[src/rtl/vga_plot_arbiter_pkg.sv]
// Shared game drawing constants: screen limits, colour width, pixel record and
// the plot-arbiter state encoding used by the scroll, energy-bar and sprite drawers.
package vga_plot_arbiter_pkg;

   localparam int X_MAX_DEF = 159;
   localparam int Y_MAX_DEF = 119;
   localparam int COLOUR_W  = 3;
   localparam int X_W       = 8;
   localparam int Y_W       = 7;

   localparam logic [1:0] ST_IDLE = 2'b00;
   localparam logic [1:0] ST_OWN  = 2'b01;

   typedef struct packed {
      logic [X_W-1:0]      x;
      logic [Y_W-1:0]      y;
      logic [COLOUR_W-1:0] colour;
   } pixel_t;

   // Round-robin successor of a client index.
   function automatic logic [1:0] next_idx(input logic [1:0] idx, input int n);
      return (int'(idx) >= n - 1) ? 2'd0 : idx + 2'd1;
   endfunction

endpackage

[src/rtl/vga_plot_arbiter_rr_pick.sv]
// Combinational round-robin picker: first requester at or after i_start,
// wrapping, as a one-hot grant plus its index.
module rr_pick #(
   parameter int NUM_REQ = 3,
   parameter int IDX_W   = 2
) (
   input  logic [NUM_REQ-1:0] i_req,
   input  logic [IDX_W-1:0]   i_start,
   output logic [NUM_REQ-1:0] o_gnt,
   output logic [IDX_W-1:0]   o_idx,
   output logic               o_any
);

   always_comb begin
      o_gnt = '0;
      o_idx = '0;
      o_any = 1'b0;
      // k is the distance from the start index; j is the candidate client.
      for (int k = 0; k < NUM_REQ; k++) begin
         for (int j = 0; j < NUM_REQ; j++) begin
            if (!o_any && i_req[j] && (j == ((int'(i_start) + k) % NUM_REQ))) begin
               o_any    = 1'b1;
               o_gnt[j] = 1'b1;
               o_idx    = IDX_W'(j);
            end
         end
      end
   end

endmodule

[src/rtl/vga_plot_arbiter.sv]
// Arbitrates several pixel drawers onto one vga_adapter write port, with
// round-robin selection, bounded lock bursts and off-screen clipping.
module vga_plot_arbiter
   import vga_plot_arbiter_pkg::*;
#(
   parameter int NUM_REQ   = 3,
   parameter int MAX_BURST = 16,
   parameter int X_MAX     = X_MAX_DEF,
   parameter int Y_MAX     = Y_MAX_DEF
) (
   input  logic                        CLOCK_50,
   input  logic                        reset,
   input  logic [NUM_REQ-1:0]          req,
   input  logic [NUM_REQ-1:0]          lock,
   input  logic [X_W*NUM_REQ-1:0]      px_x,
   input  logic [Y_W*NUM_REQ-1:0]      px_y,
   input  logic [COLOUR_W*NUM_REQ-1:0] px_colour,
   output logic [NUM_REQ-1:0]          gnt,
   output logic [X_W-1:0]              x,
   output logic [Y_W-1:0]              y,
   output logic [COLOUR_W-1:0]         colour,
   output logic                        plot,
   output logic [1:0]                  owner,
   output logic                        busy,
   output logic [7:0]                  clip_cnt
);

   localparam logic [X_W-1:0] X_LIM      = X_W'(X_MAX);
   localparam logic [Y_W-1:0] Y_LIM      = Y_W'(Y_MAX);
   localparam logic [4:0]     BURST_LAST = 5'(MAX_BURST - 1);
   localparam logic [1:0]     OWNER_RST  = 2'(NUM_REQ - 1);

   logic [1:0]          r_state;
   logic [1:0]          r_owner;
   logic [4:0]          r_burst;
   logic [7:0]          r_clip;
   logic                r_plot;
   logic [X_W-1:0]      r_x;
   logic [Y_W-1:0]      r_y;
   logic [COLOUR_W-1:0] r_colour;

   logic [1:0]          w_start;
   logic [NUM_REQ-1:0]  w_rr_gnt;
   logic [1:0]          w_rr_idx;
   logic                w_rr_any;
   logic [NUM_REQ-1:0]  w_gnt;
   logic [1:0]          w_sel;
   logic                w_any;
   pixel_t              w_pix;
   logic                w_clip;

   assign w_start = next_idx(r_owner, NUM_REQ);

   rr_pick #(
      .NUM_REQ (NUM_REQ),
      .IDX_W   (2)
   ) u_rr_pick (
      .i_req   (req),
      .i_start (w_start),
      .o_gnt   (w_rr_gnt),
      .o_idx   (w_rr_idx),
      .o_any   (w_rr_any)
   );

   // A locked owner shuts everyone else out, even on cycles it does not request.
   always_comb begin
      w_gnt = '0;
      w_sel = r_owner;
      w_any = 1'b0;
      if (!reset) begin
         case (r_state)
            ST_IDLE: begin
               w_gnt = w_rr_gnt;
               w_sel = w_rr_idx;
               w_any = w_rr_any;
            end
            ST_OWN: begin
               if (req[r_owner]) begin
                  w_gnt[r_owner] = 1'b1;
                  w_any          = 1'b1;
               end
            end
            default: ;
         endcase
      end
   end

   always_comb begin
      w_pix = '0;
      for (int i = 0; i < NUM_REQ; i++) begin
         if (w_sel == 2'(i)) begin
            w_pix.x      = px_x[X_W*i +: X_W];
            w_pix.y      = px_y[Y_W*i +: Y_W];
            w_pix.colour = px_colour[COLOUR_W*i +: COLOUR_W];
         end
      end
      w_clip = (w_pix.x > X_LIM) || (w_pix.y > Y_LIM);
   end

   always_ff @(posedge CLOCK_50) begin
      if (reset) begin
         r_state  <= ST_IDLE;
         r_owner  <= OWNER_RST;
         r_burst  <= '0;
         r_clip   <= '0;
         r_plot   <= 1'b0;
         r_x      <= '0;
         r_y      <= '0;
         r_colour <= '0;
      end else begin
         r_plot <= w_any && !w_clip;
         if (w_any && !w_clip) begin
            r_x      <= w_pix.x;
            r_y      <= w_pix.y;
            r_colour <= w_pix.colour;
         end
         if (w_any && w_clip && (r_clip != 8'hFF))
            r_clip <= r_clip + 8'd1;

         case (r_state)
            ST_IDLE: begin
               if (w_rr_any) begin
                  r_owner <= w_rr_idx;
                  if (lock[w_rr_idx]) begin
                     r_state <= ST_OWN;
                     r_burst <= 5'd1;
                  end
               end
            end
            ST_OWN: begin
               if (!lock[r_owner] || (r_burst == BURST_LAST)) begin
                  r_state <= ST_IDLE;
                  r_burst <= '0;
               end else begin
                  r_burst <= r_burst + 5'd1;
               end
            end
            default: begin
               r_state <= ST_IDLE;
               r_burst <= '0;
            end
         endcase
      end
   end

   assign gnt      = w_gnt;
   assign x        = r_x;
   assign y        = r_y;
   assign colour   = r_colour;
   assign plot     = r_plot;
   assign owner    = r_owner;
   assign busy     = (r_state == ST_OWN);
   assign clip_cnt = r_clip;

endmodule

[config.mk]
export PLATFORM = sky130hd
export DESIGN_NAME = vga_plot_arbiter
export DESIGN_NICKNAME = d
export VERILOG_FILES = /design/src/rtl/vga_plot_arbiter_pkg.sv /design/src/rtl/vga_plot_arbiter_rr_pick.sv /design/src/rtl/vga_plot_arbiter.sv
export SDC_FILE = /design/constraint.sdc
export NUM_CORES = 1
export LEC_CHECK = 0
export CAP_MARGIN = 40
export CORE_MARGIN = 3
export CORE_UTILIZATION = 40
export DETAILED_ROUTE_END_ITERATION = 7
export HOLD_SLACK_MARGIN = 0.03
export PLACE_DENSITY_LB_ADDON = 0.12
export REMOVE_ABC_BUFFERS = 1
export SLEW_MARGIN = 20
export SYNTH_ARGS = -nofsm -noshare
export SYNTH_HDL_FRONTEND = slang
export SYNTH_SLANG_ARGS = --single-unit
[constraint.sdc]
create_clock -name CLOCK_50 -period 2.3 [get_ports CLOCK_50]
set_input_delay 0.23 -clock CLOCK_50 [delete_from_list [all_inputs] [get_ports CLOCK_50]]
set_output_delay 0.23 -clock CLOCK_50 [all_outputs]
set_load 0.005 [all_outputs]
After elaboration in Yosys (flattened, before gate mapping) --
Index checks and enable logic that the tools add are counted.
Cells by class: muxes and demuxes 53, reductions and logical operators 41, order comparisons 6, divide/modulo/power cells 3, add/subtract/negate cells 5, equality and inequality tests 14
Operators with widths (count):
- equality test 2 x 32 -> 1 bit, first input constant | 3
- equality test 3 x 32 -> 1 bit, first input constant | 3
- zero test 32 bit | 3
- modulo 32 x 3 -> 32 bit, second input constant | 2
- two-way mux 18 bit | 3
- modulo 3 x 3 -> 32 bit, second input constant | 1
- two-way mux 2 bit | 13
- two-way mux 1 bit | 24
- logical AND 1 bit | 21
- two-way mux 5 bit | 3
- zero test 1 bit | 10
- one-hot mux 5 bit (2 select lines) | 1
- adder 8 x 1 -> 8 bit, second input constant | 1
- > comparator 8 bit, second input constant | 1
- != test 8 bit, second input constant | 1
- > comparator 7 bit, second input constant | 1
- binary-select mux 1 bit (select 2 bit) | 3
- less-than comparator 2 x 3 -> 1 bit, second input constant | 2
- two-way mux 3 bit | 2
- one-hot mux 3 bit (2 select lines) | 1
- adder 5 x 1 -> 5 bit, second input constant | 1
- equality test 5 x 4 -> 1 bit, second input constant | 1
- equality test 2 x 1 -> 1 bit, second input constant | 2
- zero test 2 bit | 2
- 14 further kinds | 17
Storage, ports and cells: input port bits 62, output and inout port bits 33, register bits 36

Depth between registers and ports, before layout --
Gate-level depths: netlist of the first run.
depth in word-level cells 48, depth in mapped cells 12, gate-level depth less buffers 8

Modules after synthesis --
From an unflattened synthesis of the first run, not the netlist that was laid out.
Unflattened totals: cells, all modules 249, area total of the unflattened synthesis 2259.7 sq um
Modules (own cells, without submodules):
- vga_plot_arbiter | area each 2117.0 sq um, times used 1, cells an instance 230, sequential area each 700.7 sq um
- rr_pick | area each 142.6 sq um, times used 1, cells an instance 19, sequential area each 0.0 sq um

Worst setup path after synthesis of the first run --
No wires, ideal clock.
kind flip-flop to flip-flop, from register r_state[0], to register r_colour[1], in the netlist colour[1], slack -0.141 ns, data required time 2.184 ns, arrival time 2.324 ns, period minus slack after synthesis 2.441 ns, setup time 0.116 ns, cell stages (with the launch flop) 12, buffers on the path 3, cell sequence dfxtp_1 -> or2_4 -> o21a_1 -> or2_1 -> buf_6 -> o21a_4 -> or2_1 -> buf_6 -> o21ai_4 -> inv_2 -> buf_6 -> o211a_1
On the way: longest elaborated chain between the ends 11, elaborated cells on any way between the ends 17, classes of those cells 2 x order compare; 3 x eq/ne; 7 x mux; 5 x reduce/logical
Ends and longest elaborated chain:
- from (decl) | line vga_plot_arbiter.sv:33 | logic [1:0] r_state;
- from (signal assigned) | line vga_plot_arbiter.sv:102 | r_state <= ST_IDLE;
- from (signal assigned) | line vga_plot_arbiter.sv:125 | r_state <= ST_OWN;
- from (signal assigned) | line vga_plot_arbiter.sv:132 | r_state <= ST_IDLE;
- zero test 2 bit | line vga_plot_arbiter.sv:71 | case (r_state)
- two-way mux 2 bit | line vga_plot_arbiter.sv:71
- two-way mux 2 bit | line vga_plot_arbiter.sv:70 | if (!reset) begin
- zero test 2 bit | line vga_plot_arbiter.sv:91 | if (w_sel == 2'(i)) begin
- two-way mux 18 bit (3 in series) | line vga_plot_arbiter.sv:91
- > comparator 8 bit / > comparator 7 bit (equally long branches) | line vga_plot_arbiter.sv:97 | w_clip = (w_pix.x > X_LIM) || (w_pix.y > Y_LIM);
- logical OR 1 bit | line vga_plot_arbiter.sv:97
- zero test 1 bit | line vga_plot_arbiter.sv:112 | if (w_any && !w_clip) begin
- logical AND 1 bit | line vga_plot_arbiter.sv:112
- to (signal assigned) | line vga_plot_arbiter.sv:115 | r_colour <= w_pix.colour;
- to (decl) | line vga_plot_arbiter.sv:40 | logic [COLOUR_W-1:0] r_colour;
Several ways; a longest one is shown, not always the timed one. A chain may end at the register's enable or synchronous reset.

Final worst setup path of the first run --
from register r_state[0], to register r_y[3], in the netlist y[3]
On the way: longest elaborated chain between the ends 11, elaborated cells on any way between the ends 17, classes of those cells 2 x order compare; 3 x eq/ne; 7 x mux; 5 x reduce/logical
Ends and longest elaborated chain:
- zero test 2 bit | line vga_plot_arbiter.sv:71
- two-way mux 2 bit | line vga_plot_arbiter.sv:71
- two-way mux 2 bit | line vga_plot_arbiter.sv:70
- zero test 2 bit | line vga_plot_arbiter.sv:91
- two-way mux 18 bit (3 in series) | line vga_plot_arbiter.sv:91
- > comparator 8 bit / > comparator 7 bit (equally long branches) | line vga_plot_arbiter.sv:97
- logical OR 1 bit | line vga_plot_arbiter.sv:97
- zero test 1 bit | line vga_plot_arbiter.sv:112
- logical AND 1 bit | line vga_plot_arbiter.sv:112
- to (signal assigned) | line vga_plot_arbiter.sv:114 | r_y <= w_pix.y;
- to (decl) | line vga_plot_arbiter.sv:39 | logic [Y_W-1:0] r_y;
Several ways; a longest one is shown, not always the timed one.

==> run_results.csv, run 1 <==
group,metric,value,unit
outcome,outcome,"finished, final reports clean",
detailed_routing,dr_wl_met3,427,um
sta,tightest_slew,0.429,ns
sta,max_freq,441,MHz
setup_path,path_class,"flip-flop to flip-flop",
yosys,yosysSeqAreaShare,0.278,
placed_design,place_ws,-0.363,ns
clock_network,cts_tree,"built",
detailed_routing,drtAntennaViolNets,0,
setup_path,r2r_slack,0.03,ns
placed_design,dp_hpwl,6.57,mm
setup_path,crit_buf_inv,2,
yosys,synth_edf_count,0,
setup_path,worstPathRequired,2.54,ns
detailed_routing,top_layer,"met4",
yosys,synth_cells,315,
yosys,synth_cell_type_count,54,
die,core,6030,um2
sta,hold_viol,0,
setup_path,startpoint_type,"flip-flop",
sta,min_period,2.27,ns
min_path,hold_depth,4,
sta,drv_slew,0,
power,powerDensity,549,nW/um2
setup_path,r2r-start,"r_state[0]",
setup_path,r2r_end,"y[3]",
detailed_routing,first_pass_iters,4,
die,die_h,85.4,um
yosys,synth.top_cell.area_share,0.278,
power,power_frac_seq,0.319,
detailed_routing,routed-wl-met2,4.32,mm
job,cap_viol_max_count,0,
yosys,syn_avg_cell_area,8.01,um2
cells_and_area,nets,517,
yosys,yosysTopAreaCell,"dfxtp_1",
clock_network,clkSinkCount,35,
global_route,groute.usage.overall,0.235,
yosys,async_flop_share,0,
detailed_routing,vias_per_cell,5.57,
placed_design,placedCellCount,515,
setup_path,crit_path_top_delay_cell,"dfxtp_2",
cells_and_area,regArea,706,um2
clock_network,cts_root_buf,"clkbuf_8",
cells_and_area,final_cells,528,
die,rows,28,
cells_and_area,syn_to_final_growth,63.5,%
sta,max_slew_margin,0.714,
global_route,grt_pass1_vias,2941,
yosys,ys_top_cells_by_count,"35 x dfxtp_1, 30 x nand2_1, 24 x mux2i_1",
detailed_routing,wl_met1,3.85,mm
setup_path,worstRegToRegCells,9,
setup_path,crit_fanout,7,
setup_path,crit_family,"compound AO/OA/AOI/OAI gates",
cells_and_area,filler_cell_count,521,
global_route,overflow,0,
yosys,yosysMostFrequentCell,"dfxtp_1",
clock_network,h-tree-depth,2,
die,initial_core_util,0.419,
power,p_sw,0.766,mW
sta,clock_skew,0.00737,ns
detailed_routing,drt-initial-drc-count,214,
power,clock_power_share,0.217,
power,p_sw_frac,0.338,
die,ioPinCount,95,
power,cellInternalPower,1.50,mW
sta,fin_crit_sh,0.985,
placed_design,portBuffers,94,
clock_network,cts.path.max_buffers,2,
cells_and_area,drive_above_1_share,0.227,
sta,finalSetupViolCount,0,
sta,worst_slack,0.0350,ns
global_route,antenna_found_initial,0,
global_route,grt_pass1_wl,13.9,mm
detailed_routing,vias,2943,
setup_path,worstPathCellList,"or2_4 -> o21a_1 -> or2_1 -> buf_4 -> o21a_4 -> or2_4 -> buf_4 -> o211ai_1 -> o211a_1",
yosys,synth_area_leaders,"dfxtp_1 28%, mux2i_1 9.5%, nand2_1 4.5%, a21oi_1 4.4%, o21ai_0 4.4%",
power,peakVddDrop,0.395,mV
yosys,ys.flop_type,"dfxtp_1",
power,p_comb_frac,0.464,
clock_network,cts.clk_slew.worst_paths,0.08,ns
setup_path,endpoint_kind,"flip-flop",
min_path,hold_start,"reset",
detailed_routing,routed_wl,8.72,mm
detailed_routing,wl_per_cell,16.5,um
placed_design,finalWeightedCongestion,0.950,
clock_network,clock_latency,0.29,ns
clock_network,numCtsBuffers,5,
detailed_routing,drc,0,
die,dieArea,7290,um2
min_path,hold_end,"y[6]",
clock_network,ctsHoldBuffers,0,
yosys,synth_seq_cells,35,
min_path,holdCritPathClass,"input port to flip-flop",
yosys,syn_area,2520,um2
global_route,grt_start_max_net_pins,19,
power,p_leak,1.75,nW
power,power,2.26,mW
cells_and_area,antenna_cells,0,
setup_path,cp_slowest_stage_delay,0.34,ns
yosys,synth-warning-count,0,
cells_and_area,multi_input_area,1770,um2
die,die_w,85.4,um
setup_path,crit_arrival,2.50,ns
## sequential cells by signal, summed over array words and instances (netlist names)
register and cells:
clip_cnt 8, colour 3, owner 2, plot 1
r_burst 5, r_state 1, x 8, y 7
## placed cells by master, fill, tap and decap left out, types with 3 or more instances in the layout
master,count
a211o_1,6
a211oi_1,13
a21o_1,3
a21oi_1,18
a21oi_2,4
a2bb2oi_1,5
a31oi_1,3
buf_4,53
buf_6,4
clkbuf_8,6
clkdlybuf4s50_1,90
dfxtp_1,33
ha_1,3
inv_1,11
mux2_2,3
mux2i_1,24
nand2_1,30
nand3_1,5
nand3b_1,3
nand4_1,3
nor2_1,14
nor2b_1,5
nor3_1,9
nor3_2,3
o211a_1,10
o211ai_1,8
o21a_1,6
o21ai_0,22
or2_2,3
or3_1,3
## logic make-up after synthesis
| logic type | after synthesis | synth area share |
|---|---|---|
| AOI/OAI and AO/OA | 115 | 0.330 |
| muxes | 27 | 0.109 |
| and+or+nand+nor | 100 | 0.202 |
| buffers and inverters | 35 | 0.0665 |
| DFF | 35 | 0.278 |
| adders and majority gates | 3 | 0.0149 |
## metrics by stage
stage          cell area [um2]  hold slack, ns  setup TNS, ns  utilization
2_1_floorplan             2400           0.299         -12.69            -
3_3_place_gp              3850           0.442          -6.95        0.639
3_5_place_dp              3850           0.453          -7.82        0.639
4_1_cts                   3960           0.465              0        0.657
5_1_grt                   4130           0.488         -0.102        0.685
6_report                  4130           0.454              0        0.685
## layer usage
metal,GRT usage,vias up
met5,0,-
met4,0.0662,0
met3,0.0437,13
met2,0.403,99
met1,0.299,1391
li1,-,1440
## timing repair
| action | 4_1_cts | 5_1_grt |
|---|---|---|
| endpoints found under the hold margin | 0 | 0 |
| gates cloned | 0 | 0 |
| resized for setup | 7 | 29 |
| setup endpoints to repair | 9 | 25 |
| buffers inserted | 0 | 5 |
| pin swaps | 0 | 11 |
## how the worst max path moves through the flow
stage	cells past startpoint	end	slack, ns	from
finish	9	y[3]	0.03	r_state[0]
CTS	10	x[3]	0.01	reset
global route	9	y[3]	-0.03	r_state[0]
global placement	10	y[1]	-0.31	req[1]
detailed placement	10	clip_cnt[0]	-0.36	req[2]
floorplan	8	colour[0]	-0.59	r_state[0]
## area by class of cell
type	count	area share
well taps	75	0.0227
inverters	13	0.0124
flip-flops and latches	35	0.171
clock buffers	6	0.0200
clock inverters	2	0.00394
multi-input cells	245	0.429
repair buffers	152	0.341
## tightest hold or removal path: cells and delay by family
kind | cells | cell delay (ns)
buffers and inverters | 3 | 0.41
AO/OA/AOI/OAI | 1 | 0.05
## power by group through the flow
stage               sequential (mW)  combinational, mW  clock, mW
floorplan                     0.746              0.415          0
global placement              0.730              0.955          0
detailed placement            0.733              0.974          0
CTS                           0.719              0.979      0.510
global route                  0.733               1.14      0.527
finish                        0.721               1.05      0.491
Note: power is estimated with default switching activity, not from simulation.
==> run 2, diff against run 1 <==
- RECOVER_POWER: not set -> 25
- SETUP_SLACK_MARGIN: not set -> 0.1
==> run 2 against run 1 <==
Net effect:
- critical endpoint is now y[0]
- highest routed layer unchanged
- worst hold slack gained 0.0050 ns
- sequential cell count is the same
- total power up 1.5%
- critical path type unchanged
==> run_results.csv, run 2 (synthesized netlist as in run 1, its figures left out) <==
group,metric,value,unit
min_path,hold_end,"x[1]",
cells_and_area,drive_above_1_share,0.273,
sta,worst_slack,0.0644,ns
placed_design,placed_area,3850,um2
power,p_sw,0.805,mW
sta,fin_tns_setup,0,ns
sta,fin_crit_sh,0.972,
global_route,met1_usage,0.298,
detailed_routing,drtAntennaViolNets,0,
power,power,2.30,mW
sta,rsz0062_at_grt,"yes",
setup_path,cp_slowest_stage_delay,0.34,ns
setup_path,cpMostUsedCell,"or2_4",
cells_and_area,final_common_cell,"clkdlybuf4s50_1",
global_route,grt_pass1_wl,14.2,mm
clock_network,numCtsBuffers,5,
power,peakVddDrop,0.393,mV
clock_network,cts.clk_slew.worst_paths,0.08,ns
detailed_routing,vias,2917,
die,dieArea,7290,um2
setup_path,worstRegToRegCells,9,
setup_path,r2r_slack,0.06,ns
detailed_routing,drc,0,
die,initial_core_util,0.419,
min_path,hold_start,"x[1]",
power,powerDensity,541,nW/um2
detailed_routing,wl_per_cell,17.3,um
clock_network,clock_latency,0.30,ns
cells_and_area,mostFrequentLayoutCells,"75 x clkdlybuf4s50_1, 49 x buf_4, 33 x dfxtp_1, 30 x nand2_1, 24 x mux2i_1",
cells_and_area,utilization,0.705,
clock_network,cts_tree,"built",
setup_path,r2r_end,"y[0]",
outcome,outcome,"finished, final reports clean",
power,p_leak,1.80,nW
cells_and_area,antenna_cells,0,
power,p_comb_frac,0.469,
power,clock_power_share,0.218,
min_path,hold_depth,2,
setup_path,crit_buf_inv,2,
cells_and_area,finalInstanceArea,4250,um2
global_route,overflow,0,
die,die_h,85.4,um
clock_network,cts.path.max_buffers,2,
detailed_routing,drt-initial-drc-count,201,
cells_and_area,filler_cell_count,495,
placed_design,finalWeightedCongestion,0.950,
global_route,groute.layer.met3.usage,0.0447,
sta,hold_viol,0,
cells_and_area,nets,515,
cells_and_area,multi_input_area,1900,um2
cells_and_area,syn_to_final_growth,68.5,%
die,core,6030,um2
global_route,antenna_found_initial,0,
setup_path,startpoint_type,"flip-flop",
detailed_routing,vias_per_cell,5.55,
sta,tightest_slew,0.350,ns
setup_path,worstSetupPathDepth,9,
setup_path,crit_fanout,11,
sta,hold_ws,0.459,ns
job,cap_viol_max_count,0,
setup_path,crit_arrival,2.43,ns
power,cellInternalPower,1.49,mW
clock_network,h-tree-depth,2,
setup_path,endpoint_kind,"flip-flop",
detailed_routing,routed_wl,9.11,mm
placed_design,dp_hpwl,6.57,mm
placed_design,place_ws,-0.363,ns
placed_design,placedCellCount,515,
sta,finalSetupViolCount,0,
die,ioPinCount,95,
sta,min_period,2.24,ns
cells_and_area,final_cells,526,
global_route,grt_start_max_net_pins,19,
detailed_routing,first_pass_iters,4,
setup_path,worstPathRequired,2.49,ns
global_route,use_met2,0.424,
sta,drv_slew,0,
power,p_sw_frac,0.350,
min_path,holdCritPathClass,"flip-flop to flip-flop",
clock_network,cts_root_buf,"clkbuf_8",
cells_and_area,regArea,706,um2
global_route,top_usage_layer,"met2",
sta,max_freq,447,MHz
die,rows,28,
setup_path,worstPathCellList,"or2_4 -> o21a_1 -> or2_1 -> buf_6 -> o21a_4 -> or2_4 -> o21ai_4 -> inv_4 -> o211a_1",
sta,max_slew_margin,0.766,
global_route,groute.usage.overall,0.241,
setup_path,r2r-start,"r_state[0]",
setup_path,crit_path_top_delay_cell,"dfxtp_2",
global_route,grt_pass1_vias,2976,
power,power_frac_seq,0.313,
setup_path,crit_family,"simple AND/OR/NAND/NOR gates",
setup_path,path_class,"flip-flop to flip-flop",
clock_network,clkSinkCount,35,
sta,clock_skew,0.00642,ns
placed_design,portBuffers,94,
die,die_w,85.4,um
-- run 2: worst max-delay path by stage --
stage	startpoint	endpoint
2_1_floorplan	r_state[0]	colour[0]
3_3_place_gp	req[1]	y[1]
3_5_place_dp	req[2]	clip_cnt[0]
4_1_cts	r_state[0]	y[0]
5_1_grt	r_state[0]	y[3]
6_report	r_state[0]	y[0]
-- run 2: worst min-delay path, stage by stage (launching register included) --
cell and delay [ns]:
dfxtp_1 0.31, inv_1 0.05, a211oi_1 0.05
-- run 2: power by group through the flow --
| stage | registers [mW] | logic (mW) | clock network [mW] |
|---|---|---|---|
| global placement | 0.730 | 0.955 | 0 |
| CTS | 0.720 | 1.01 | 0.510 |
| global route | 0.731 | 1.17 | 0.527 |
| floorplan | 0.746 | 0.415 | 0 |
| finish | 0.719 | 1.08 | 0.500 |
| detailed placement | 0.733 | 0.974 | 0 |
-- run 2: area by class of cell --
class | count | area share
inverters | 13 | 0.0121
repair buffers | 150 | 0.329
flip-flops and latches | 35 | 0.166
well taps | 75 | 0.0221
clock buffers | 6 | 0.0194
multi-input cells | 245 | 0.448
clock inverters | 2 | 0.00383
-- run 2: metal layers --
layer	part of all wire	vias to the layer above
li1	-	1439
met1	0.42	1372
met2	0.51	89
met3	0.059	17
met4	0.016	0
met5	0	-
-- run 2: what timing repair did --
| action | 4_1_cts | 5_1_grt |
|---|---|---|
| endpoints found under the setup margin | 26 | 29 |
| pin swaps | 4 | 10 |
| hold endpoints to repair | 0 | 0 |
| gates resized for setup | 23 | 50 |
| hold buffers | 0 | 0 |
| setup buffers | 1 | 2 |
==> run 3, diff against run 2 <==
==> constraint.sdc (replaced) <==
create_clock -name CLOCK_50 -period 2.3 [get_ports CLOCK_50]
set_input_delay 0.69 -clock CLOCK_50 [delete_from_list [all_inputs] [get_ports CLOCK_50]]
set_output_delay 0.69 -clock CLOCK_50 [all_outputs]
set_load 0.005 [all_outputs]
==> run 3 against run 2 <==
Net effect:
- the flow now finishes with violations (negative setup slack)
- global-route usage up 1.2 points
- routed wire length grew 9.0%
- non-clock buffer count is 25 higher
- design area is 7.5% higher
- critical path depth up 3
- utilization increased by 5.3 points
- critical path type is now input port to flip-flop
==> run_results.csv, run 3 (synthesized netlist as in run 1, its figures left out) <==
group,metric,value,unit
outcome,outcome,"finished, violations left",
outcome,violations,"negative setup slack",
cells_and_area,antenna_cells,0,
cells_and_area,nets,541,
sta,tightest_slew,0.429,ns
detailed_routing,vias,3132,
sta,clock_skew,0.00414,ns
clock_network,cts_root_buf,"clkbuf_8",
detailed_routing,first_pass_iters,4,
cells_and_area,drive_above_1_share,0.342,
clock_network,cts.clk_slew.worst_paths,0.07,ns
sta,max_slew_margin,0.714,
global_route,antenna_found_initial,0,
setup_path,endpoint_kind,"flip-flop",
sta,fin_crit_sh,1.12,
job,cap_viol_max_count,0,
cells_and_area,final_common_cell,"clkdlybuf4s50_1",
detailed_routing,routed_wl,9.92,mm
setup_path,worstPathCellList,"buf_8 -> or2_4 -> buf_6 -> a211oi_4 -> o211ai_1 -> a21oi_2 -> buf_4 -> o221ai_4 -> o21ai_4 -> buf_4 -> inv_4 -> o211a_1",
clock_network,cts_tree,"built",
placed_design,finalWeightedCongestion,0.930,
placed_design,dp_hpwl,6.52,mm
setup_path,startpoint_type,"input port",
setup_path,crit_family,"compound AO/OA/AOI/OAI gates",
setup_path,crit_arrival,2.78,ns
setup_path,cpMostUsedCell,"buf_4",
setup_path,cp_slowest_stage_delay,0.31,ns
clock_network,numCtsBuffers,5,
global_route,overflow,0,
cells_and_area,mostFrequentLayoutCells,"79 x clkdlybuf4s50_1, 63 x buf_4, 33 x dfxtp_1, 30 x nand2_1, 24 x mux2i_1",
sta,worst_slack,-0.285,ns
cells_and_area,syn_to_final_growth,81.1,%
detailed_routing,wl_per_cell,18.0,um
sta,min_period,2.58,ns
die,die_w,85.4,um
sta,hold_ws,0.459,ns
clock_network,h-tree-depth,2,
setup_path,worstPathRequired,2.49,ns
die,initial_core_util,0.419,
detailed_routing,drc,0,
die,die_h,85.4,um
die,rows,28,
power,peakVddDrop,0.426,mV
setup_path,crit_buf_inv,5,
die,dieArea,7290,um2
sta,rsz0062_at_grt,"yes",
global_route,grt_start_max_net_pins,18,
clock_network,clock_latency,0.30,ns
sta,drv_slew,0,
global_route,groute.usage.overall,0.253,
global_route,grt_pass1_vias,3075,
cells_and_area,utilization,0.758,
sta,hold_viol,0,
setup_path,path_class,"input port to flip-flop",
clock_network,cts.path.max_buffers,2,
detailed_routing,vias_per_cell,5.67,
min_path,holdCritPathClass,"flip-flop to flip-flop",
power,p_leak,1.93,nW
detailed_routing,drtAntennaViolNets,0,
sta,max_freq,387,MHz
power,powerDensity,542,nW/um2
setup_path,crit_fanout,6,
setup_path,crit_path_top_delay_cell,"a211oi_4",
global_route,grt_pass1_wl,14.8,mm
die,core,6030,um2
die,ioPinCount,95,
clock_network,clkSinkCount,35,
setup_path,r2r_slack,-0.16,ns
detailed_routing,drt-initial-drc-count,229,
sta,finalSetupViolCount,28,
placed_design,portBuffers,94,
==> run 3: changes by cell type in the layout (fill, tap and decap cells not counted), moves of 4 or more <==
cell,previous run,this run
buf_4,49,63
a211oi_2,4,8
dlygate4sd3_1,14,8
clkdlybuf4s50_1,75,79
buf_6,6,20
a211oi_1,10,6
nor3_2,6,2
==> run 3: metrics by stage <==
step | setup WS [ns] | setup TNS, ns | cells | instance area (um2) | total power [mW]
after floorplan | -0.759 | -17.18 | 293 | 2400 | 1.16
after global placement | -0.846 | -23.77 | 522 | 3890 | 1.69
final | -0.285 | -5.34 | 552 | 4570 | 2.48
after global routing | -0.359 | -7.45 | 552 | 4570 | 2.60
after detailed placement | -0.883 | -25.40 | 522 | 3890 | 1.71
after CTS | -0.180 | -2.52 | 548 | 4370 | 2.37
==> run 3: routing by layer <==
layer | global-route usage | vias up | routed length (um)
met5 | 0 | - | 0
met4 | 0.0820 | 0 | 310
met3 | 0.0456 | 24 | 535
met2 | 0.465 | 114 | 5160
met1 | 0.292 | 1496 | 3920
li1 | - | 1498 | -
==> run 3: final cells by class <==
cell class              instances  area (um2)
fillers                       441        1460
clock buffers                   7        96.3
repair inverters                1        7.51
clock inverters                 1        7.51
repair buffers                175        1620
multi-input cells             245        1990
inverters                      13        51.3
well taps                      75        93.8
flip-flops and latches         35         703
==> run 3: worst paths after layout <==
kind	end	cells past startpoint	startpoint
min reg2reg	x[3]	2	x[3]
min	x[3]	2	x[3]
max reg2reg	y[4]	11	r_state[0]
max	y[4]	12	reset
==> run 3: tightest hold or removal path, delay by kind of cell (launching register included) <==
family          cells  cell delay [ns]
compound gates      1             0.05
buf+inv             1             0.05
flops               1             0.31
==> run 3: repair_timing <==
item | in CTS | in global routing
resized for setup | 92 | 43
endpoints found under the setup margin | 35 | 31
gates cloned | 1 | 0
setup buffers | 21 | 5
hold buffers | 0 | 0
pin swaps | 29 | 23
==> run 3: where the power goes <==
| part | internal [mW] | switching (mW) | leakage, nW |
|---|---|---|---|
| Sequential | 0.675 | 0.0449 | 0.287 |
| Clock | 0.272 | 0.241 | 0.0505 |
| Combinational | 0.665 | 0.578 | 1.59 |
| Total | 1.61 | 0.863 | 1.93 |
